File: src/rtl/if_fetch_unit_pkg.sv
// Shared IF-stage constants and types: fetch FSM states and the IF/ID bundle
// that the ID stage also consumes.
package if_fetch_unit_pkg;

   localparam int          PC_W      = 32;
   localparam int          ROM_AW    = 6;
   localparam logic [31:0] RESET_PC  = 32'h0000_0000;
   localparam logic [31:0] NOP_INSTR = 32'h0000_0000;

   typedef enum logic {
      ST_RUN   = 1'b0,
      ST_FAULT = 1'b1
   } fetch_state_t;

   typedef struct packed {
      logic            valid;
      logic [PC_W-1:0] pc;
      logic [PC_W-1:0] pc_plus4;
      logic [31:0]     instr;
   } if_id_t;

   // True when the byte address falls inside the ROM's fetchable window.
   function automatic logic addr_in_range(input logic [PC_W-1:0] addr);
      return addr[PC_W-1:ROM_AW+2] == '0;
   endfunction

endpackage

File: src/rtl/if_fetch_unit_if_id_reg.sv
// IF/ID pipeline register. Flush wins over hold; a flush only kills valid and
// the instruction word, the pc fields keep their last value.
module if_id_reg
   import if_fetch_unit_pkg::*;
(
   input  logic   clk,
   input  logic   reset,
   input  logic   hold,
   input  logic   flush,
   input  if_id_t d,
   output if_id_t q
);

   always_ff @(posedge clk) begin
      if (reset) begin
         q.valid    <= 1'b0;
         q.pc       <= '0;
         q.pc_plus4 <= '0;
         q.instr    <= NOP_INSTR;
      end else if (flush) begin
         q.valid <= 1'b0;
         q.instr <= NOP_INSTR;
      end else if (!hold) begin
         q <= d;
      end
   end

endmodule

File: src/rtl/if_fetch_unit.sv
// IF-stage fetch control: owns the PC, addresses the instruction ROM and
// fills IF/ID, handling stall, redirect/flush and sticky fetch faults.
//
//   state    | meaning
//   ---------+------------------------------------------------
//   ST_RUN   | normal fetch, redirect and stall honoured
//   ST_FAULT | terminal after a bad fetch address; reset only
module if_fetch_unit
   import if_fetch_unit_pkg::*;
(
   input  logic              clk,
   input  logic              reset,
   input  logic              stall,
   input  logic              redirect_valid,
   input  logic [PC_W-1:0]   redirect_pc,
   output logic [ROM_AW-1:0] rom_addr,
   input  logic [31:0]       rom_data,
   output logic              if_id_valid,
   output logic [PC_W-1:0]   if_id_pc,
   output logic [PC_W-1:0]   if_id_pc_plus4,
   output logic [31:0]       if_id_instr,
   output logic              fetch_fault,
   output logic [PC_W-1:0]   fault_pc,
   output logic [31:0]       fetch_count
);

   fetch_state_t    state;
   logic [PC_W-1:0] pc;
   logic [PC_W-1:0] pc_plus4;
   logic            run;
   logic            redir_bad;
   logic            pc_oor;
   logic            fault_det;
   logic            redir_take;
   logic            advance;
   if_id_t          if_id_d;
   if_id_t          if_id_q;

   assign pc_plus4 = pc + PC_W'(4);
   assign rom_addr = pc[ROM_AW+1:2];

   // A redirect target is checked up front so the fault reports the target,
   // not the PC that happened to be in flight.
   assign run        = (state == ST_RUN);
   assign redir_bad  = redirect_valid &&
                       ((redirect_pc[1:0] != 2'b00) || !addr_in_range(redirect_pc));
   assign pc_oor     = !addr_in_range(pc);
   assign fault_det  = run && (redir_bad || pc_oor);
   assign redir_take = run && !fault_det && redirect_valid;
   assign advance    = run && !fault_det && !redirect_valid && !stall;

   assign if_id_d.valid    = 1'b1;
   assign if_id_d.pc       = pc;
   assign if_id_d.pc_plus4 = pc_plus4;
   assign if_id_d.instr    = rom_data;

   if_id_reg u_if_id_reg (
      .clk   (clk),
      .reset (reset),
      .hold  (!advance),
      .flush (fault_det || redir_take),
      .d     (if_id_d),
      .q     (if_id_q)
   );

   assign if_id_valid    = if_id_q.valid;
   assign if_id_pc       = if_id_q.pc;
   assign if_id_pc_plus4 = if_id_q.pc_plus4;
   assign if_id_instr    = if_id_q.instr;

   always_ff @(posedge clk) begin
      if (reset) begin
         state       <= ST_RUN;
         pc          <= RESET_PC;
         fetch_fault <= 1'b0;
         fault_pc    <= '0;
         fetch_count <= '0;
      end else if (fault_det) begin
         state       <= ST_FAULT;
         fetch_fault <= 1'b1;
         fault_pc    <= redir_bad ? redirect_pc : pc;
      end else if (redir_take) begin
         pc <= redirect_pc;
      end else if (advance) begin
         pc          <= pc_plus4;
         fetch_count <= fetch_count + 32'd1;
      end
   end

endmodule
File: config.mk
export PLATFORM = sky130hd
export DESIGN_NAME = if_fetch_unit
export DESIGN_NICKNAME = d
export VERILOG_FILES = /design/src/rtl/if_fetch_unit_pkg.sv /design/src/rtl/if_fetch_unit_if_id_reg.sv /design/src/rtl/if_fetch_unit.sv
export SDC_FILE = /design/constraint.sdc
export NUM_CORES = 1
export LEC_CHECK = 0
export CAP_MARGIN = 25
export CORE_UTILIZATION = 47
export DETAILED_ROUTE_END_ITERATION = 8
export GPL_TIMING_DRIVEN = 1
export PLACE_DENSITY = 0.8
export SYNTH_ARGS = -nofsm -noshare
export SYNTH_HDL_FRONTEND = slang
export SYNTH_SLANG_ARGS = --single-unit
File: constraint.sdc
create_clock -name clk -period 2.6 [get_ports clk]
set_clock_uncertainty 0.2 [all_clocks]
set_input_delay 0.26 -clock clk [delete_from_list [all_inputs] [get_ports clk]]
set_output_delay 0.26 -clock clk [all_outputs]
set_load 0.01 [all_outputs]
==> results.ini, run 1 <==
[run_status]
status=finished clean

[logic_synthesis]
syn_avg_cell_area_um2=8.663
synth_warnings=0
ys_seq_elements=192
ys_async_sr_fraction_pct=0
synth_cells=893
ys_seq_area_share_pct=49.68
synth_ff_type=dfxtp_1
synth_cell_types=46
synth_edf_count=0
synthesis.nets=963
netlist_area_um2=7736

[worst_setup_path]
cp_cell_sequence=nor4_1, nand4_1, buf_4, nor3_1, o21bai_2, buf_4, a21oi_1
slowest_delay_ps=450
worstPathMaxFanout=33
end_kind=register
cp.required_ps=2750
worst_path_most_repeated_cell=buf_4
cp_num_cells=7
path_class=reg2reg
ff2ff_path_depth=7
critPathBufInv=2
worst_ep_arrival_time_ps=2650
cp_slowest_cell=nor4_1
cp-start-kind=register
crit_family=simple AND/OR/NAND/NOR gates

[layout]
fillers=1325
multi_input_area_um2=3392
regArea_um2=3847
final_cell_mix=234 x clkdlybuf4s50_1, 191 x dfxtp_1, 99 x nand2_1
final_nets=1178
fin_util_pct=68.67
area_delta_synth_final_pct=42.02
antenna_cells=0
final_layout_size_suffix_gt1_share_pct=7.768
final_common_cell=clkdlybuf4s50_1

[drt]
wl_per_cell_um=16.29
firstDrtPassIters=5
drc=0
wirelength_um=21760
routed_via_density=5.378
ant_nets=0
drtIter0Drc=536
dr_total_vias=7185

[sta]
min_period_ps=2496
setup_viol=0
tns_ps=0
fmax_mhz=400.7
max_slew_margin_pct=62.91
slew_viol_final=0
final-hold-violation-count=0
post-route-period-util_pct=96.00
worstMarginPinSlew_ps=556.3
layout_setup_ws_ps=104.1
hold_ws_ps=89.61

[power]
p_leak_uw=0.003888
powerDensity_nw_per_um2=571.2
vdd_ir_drop_max_v=0.0004881

[die]
die_w_um=130.3
dieArea_um2=16980
start_util_pct=48.35
die_h_um=130.3
io_pins=236
core-area_um2=16000
rows=46

[grt]
grt_pass1_wl_um=34130
grt_max_degree=57
use_met2_pct=41.36
grt_pass1_vias=6656
grt_use_met3_pct=8.610
grt-busiest-layer=met2
use_met1_pct=32.23
grt_use_total_pct=25.83
antenna_found_initial=0
overflow=0

[place]
place.gp.congestion=0.8153
hpwl_um=15170
port-buffer-count=235
place_ws_ps=101.3

[job]
drv_cap=0

[cts]
clockBufferDepth=2
cts_setup_buffers=0
numCtsBuffers=17
insertion_delay_ps=420
cts_tree=built
htreeDepth=4
cts.clk_slew.worst_paths_ps=70
clock_sinks=192
cts-hold-fix-buffers=0
cts_root_buffer=clkbuf_16

[hold_path]
hold_class=in2reg
hold_path_depth=2

[final timing paths]
check                                                     from                             end  slack [ps]
worst max-delay path                       pc[21]$_SDFFE_PP0P_  u_if_id_reg.q[26]$_SDFFE_PP0P_         100
worst min-delay path                                     reset    fetch_count[10]$_SDFFE_PP0P_          90
worst max register to register             pc[21]$_SDFFE_PP0P_  u_if_id_reg.q[26]$_SDFFE_PP0P_         100
worst min register to register  u_if_id_reg.q[35]$_SDFFE_PP0P_  u_if_id_reg.q[35]$_SDFFE_PP0P_         250
[through the flow]
| stage | total power, µW | instances | cell area, µm² |
|---|---|---|---|
| 6_report | 6276 | 1336 | 10990 |
| 5_1_grt | 6517 | 1336 | 10990 |
| 4_1_cts | 6335 | 1336 | 10980 |
| 3_5_place_dp | 3711 | 1305 | 10390 |
| 3_3_place_gp | 3699 | 1305 | 10390 |
| 2_1_floorplan | 3382 | 893 | 7736 |
[state kept, by name, summed over array words and instances (netlist names)]
register	count
fault_pc	32
pc	32
fetch_count	32
u_if_id_reg.q	95
state	1
[cell usage after synthesis (3+ instances only)]
master    instances  area share, %
or4_1             6           0.58
or3_1            10           0.81
and4_1            4           0.45
and3_1            3           0.24
clkbuf_8          3           0.53
nand2_1          99            4.8
and2_1           72            5.8
nor4_1           23            1.9
nand3_1          16            1.0
dfxtp_1         192             50
nor3_1           43            2.8
buf_1             5           0.24
a211oi_1         41            4.0
xnor2_1          20            2.3
nor2_1           37            1.8
o311a_1          32            4.1
nor2b_1           3           0.24
nand4_1           8           0.65
o31ai_1           7           0.68
a21oi_1          92            6.0
clkbuf_1         59            2.9
buf_4             9           0.87
o21ai_0          40            2.6
inv_1            42            2.0
[timing repair]
action / 4_1_cts / 5_1_grt
resized for setup: 0 / 2
setup endpoints to repair: 0 / 3
hold endpoints to repair: 0 / 0
[report_power, final]
group          switching [µW]  internal [µW]
Sequential               44.4           3000
Clock                    1130           1510
Combinational             290            309
[cell families (layout without fill, tap and decap cells)]
kind of cell	count (synthesis)	after routing	synth area share, %
AND/OR/NAND/NOR	335	335	22.37
AO/OA/AOI/OAI	220	220	18.16
flip-flops	192	192	49.68
buffers and inverters	121	348	6.825
XOR/XNOR	22	22	2.491
adder cells (fa/ha/maj)	2	2	0.3234
multiplexers	1	1	0.1456
[layout make-up]
class | count | area share [%]
sequential | 192 | 35.02
tap | 216 | 2.460
clock inverter | 10 | 1.127
clock buffer | 21 | 4.282
inverter | 42 | 1.435
timing repair buffer | 275 | 24.80
multi-input combinational | 580 | 30.87
[metal layers]
| layer | vias up | part of all wire (%) | routed length [µm] |
|---|---|---|---|
| met1 | 3371 | 42 | 9161 |
| met4 | 0 | 2.0 | 445 |
| met3 | 29 | 8.5 | 1849 |
| met2 | 242 | 47 | 10300 |
| li1 | 3543 | - | - |
| met5 | - | 0 | 0 |
Note: power is estimated with default switching activity, not from simulation.
==> inputs of run 2 (changes only) <==
==> constraint.sdc (replaced) <==
create_clock -name clk -period 2.8 [get_ports clk]
set_clock_uncertainty 0.2 [all_clocks]
set_input_delay 0.28 -clock clk [delete_from_list [all_inputs] [get_ports clk]]
set_output_delay 0.28 -clock clk [all_outputs]
set_load 0.01 [all_outputs]
==> run 2 against run 1 <==
Compared with the run above: utilization shrank 0.59 points; combinational power shrank 8.7%; maximum frequency shrank 2.1%; clock power shrank 7%; sequential cell count is the same; critical path type unchanged; critical endpoint is now pc[8]$_SDFFE_PP0P_; highest routed layer unchanged.
==> results.ini, run 2 (same netlist as run 1, synthesis figures left out) <==
[sta]
max_slew_margin_pct=59.79
post-route-period-util_pct=91.01
worstMarginPinSlew_ps=603.2
fmax_mhz=392.4
final-hold-violation-count=0
min_period_ps=2548
tns_ps=0
setup_viol=0
rsz0062_at_grt=false
slew_viol_final=0

[worst_setup_path]
path_class=reg2reg
critPathBufInv=1
cp_slowest_cell=nor4_1
worst_ep_arrival_time_ps=2700
crit_family=simple AND/OR/NAND/NOR gates
slowest_delay_ps=510
end_kind=register
cp_cell_sequence=nor4_1, and4_1, buf_4, nand3_2, or3_1, a21boi_0
worstPathMaxFanout=9
cp.required_ps=2950
cp-start-kind=register

[power]
seq_power_share_pct=48.7
switching_share_pct=23.88
p_leak_uw=0.003828
p_clk_share_pct=41.9
powerDensity_nw_per_um2=533.5
vdd_ir_drop_max_v=0.0004261
pwr-share-comb_pct=9.4
p_int_uw=4424
switchingPower_uw=1388

[layout]
area_delta_synth_final_pct=40.80
fin_util_pct=68.08
final_common_cell=clkdlybuf4s50_1
antenna_cells=0
final_layout_size_suffix_gt1_share_pct=7.092
largest_reg_flops=95
final_nets=1171
final_cell_mix=234 x clkdlybuf4s50_1, 191 x dfxtp_1, 99 x nand2_1
regMostFlops=u_if_id_reg.q

[cts]
clock_sinks=192
cts_root_buffer=clkbuf_16
cts_tree=built
insertion_delay_ps=420
clockBufferDepth=2
htreeDepth=4
ctsResizeCount=0
numCtsBuffers=17
cts.clk_slew.worst_paths_ps=70

[place]
place.gp.congestion=0.7896
hpwl_um=14880
port-buffer-count=235

[die]
io_pins=236
start_util_pct=48.35
die_w_um=130.3
core-area_um2=16000
die_h_um=130.3
dieArea_um2=16980
rows=46

[drt]
firstDrtPassIters=6
wl_per_cell_um=16.21
drc=0
ant_nets=0
wirelength_um=21560
drtIter0Drc=503
routed_via_density=5.377
dr_total_vias=7152

[grt]
antenna_found_initial=0
grt_use_total_pct=25.54
grt_max_degree=78
overflow=0
grt_pass1_wl_um=33850
grt_pass1_vias=6707

[job]
drv_cap=0

[hold_path]
hold_class=in2reg

[run_status]
status=finished clean

[run 2: cell types whose count changed in the layout (fill, tap and decap cells not counted), sizes merged]
cell,change
buf,-8
clkbuf,-3
clkinvlp,+3
clkinv,+1
dlygate4sd3,+1
[run 2: path summary, 6_finish.rpt]
check | cells past startpoint | slack [ps] | start | to
setup / recovery | 6 | 250 | pc[25]$_SDFFE_PP0P_ | pc[8]$_SDFFE_PP0P_
setup reg to reg | 6 | 250 | pc[25]$_SDFFE_PP0P_ | pc[8]$_SDFFE_PP0P_
hold reg to reg | 2 | 250 | u_if_id_reg.q[14]$_SDFFE_PP0P_ | u_if_id_reg.q[14]$_SDFFE_PP0P_
hold / removal | 3 | 200 | rom_data[26] | u_if_id_reg.q[26]$_SDFFE_PP0P_
[run 2: power groups by stage]
stage                     clock, µW  sequential (µW)  combinational (µW)
after floorplan                   0             2910                 228
after global placement            0             2890                 536
after detailed placement          0             2890                 544
after CTS                      2480             2830                 548
after global routing           2600             2840                 594
final                          2440             2830                 546
[run 2: repair_timing]
action / in CTS / in global routing
setup buffers: 0 / 0
endpoints found under the hold margin: 3 / 0
hold buffers: 1 / 0
[run 2: metal layers]
| metal | global-route usage [%] | share of wire (%) | vias up | routed length, µm |
|---|---|---|---|---|
| met5 | 0 | 0 | - | 0 |
| met3 | 8.610 | 8.1 | 36 | 1743 |
| met2 | 40.46 | 47 | 229 | 10160 |
| met1 | 31.56 | 42 | 3345 | 9134 |
| li1 | - | - | 3542 | - |
| met4 | 11.08 | 2.4 | 0 | 519 |
[run 2: worst min-delay path, delay by kind of cell]
kind                   cells  cell delay [ps]
AND/OR/NAND/NOR            1               50
AO/OA/AOI/OAI              1               50
buffers and inverters      1              390
[run 2: final cells by class]
type / instances / area [µm²]
Fill cell: 1368 / 5107
Sequential cell: 192 / 3847
Multi-Input combinational cell: 580 / 3385
Timing Repair Buffer: 268 / 2638
Clock buffer: 18 / 439.2
Tap cell: 216 / 270.3
Inverter: 42 / 157.7
Clock inverter: 14 / 156.4
[run 2: through the flow]
step / cells / hold slack (ps) / setup slack (ps) / area [µm²] / total power, µW
floorplan: 893 / 216.0 / 448.2 / 7736 / 3140
global placement: 1297 / 240.5 / 310.5 / 10290 / 3426
detailed placement: 1297 / 243.1 / 248.2 / 10290 / 3436
CTS: 1330 / 172.9 / 296.8 / 10890 / 5859
global route: 1330 / 181.8 / 134.7 / 10890 / 6032
finish: 1330 / 195.8 / 251.7 / 10890 / 5812
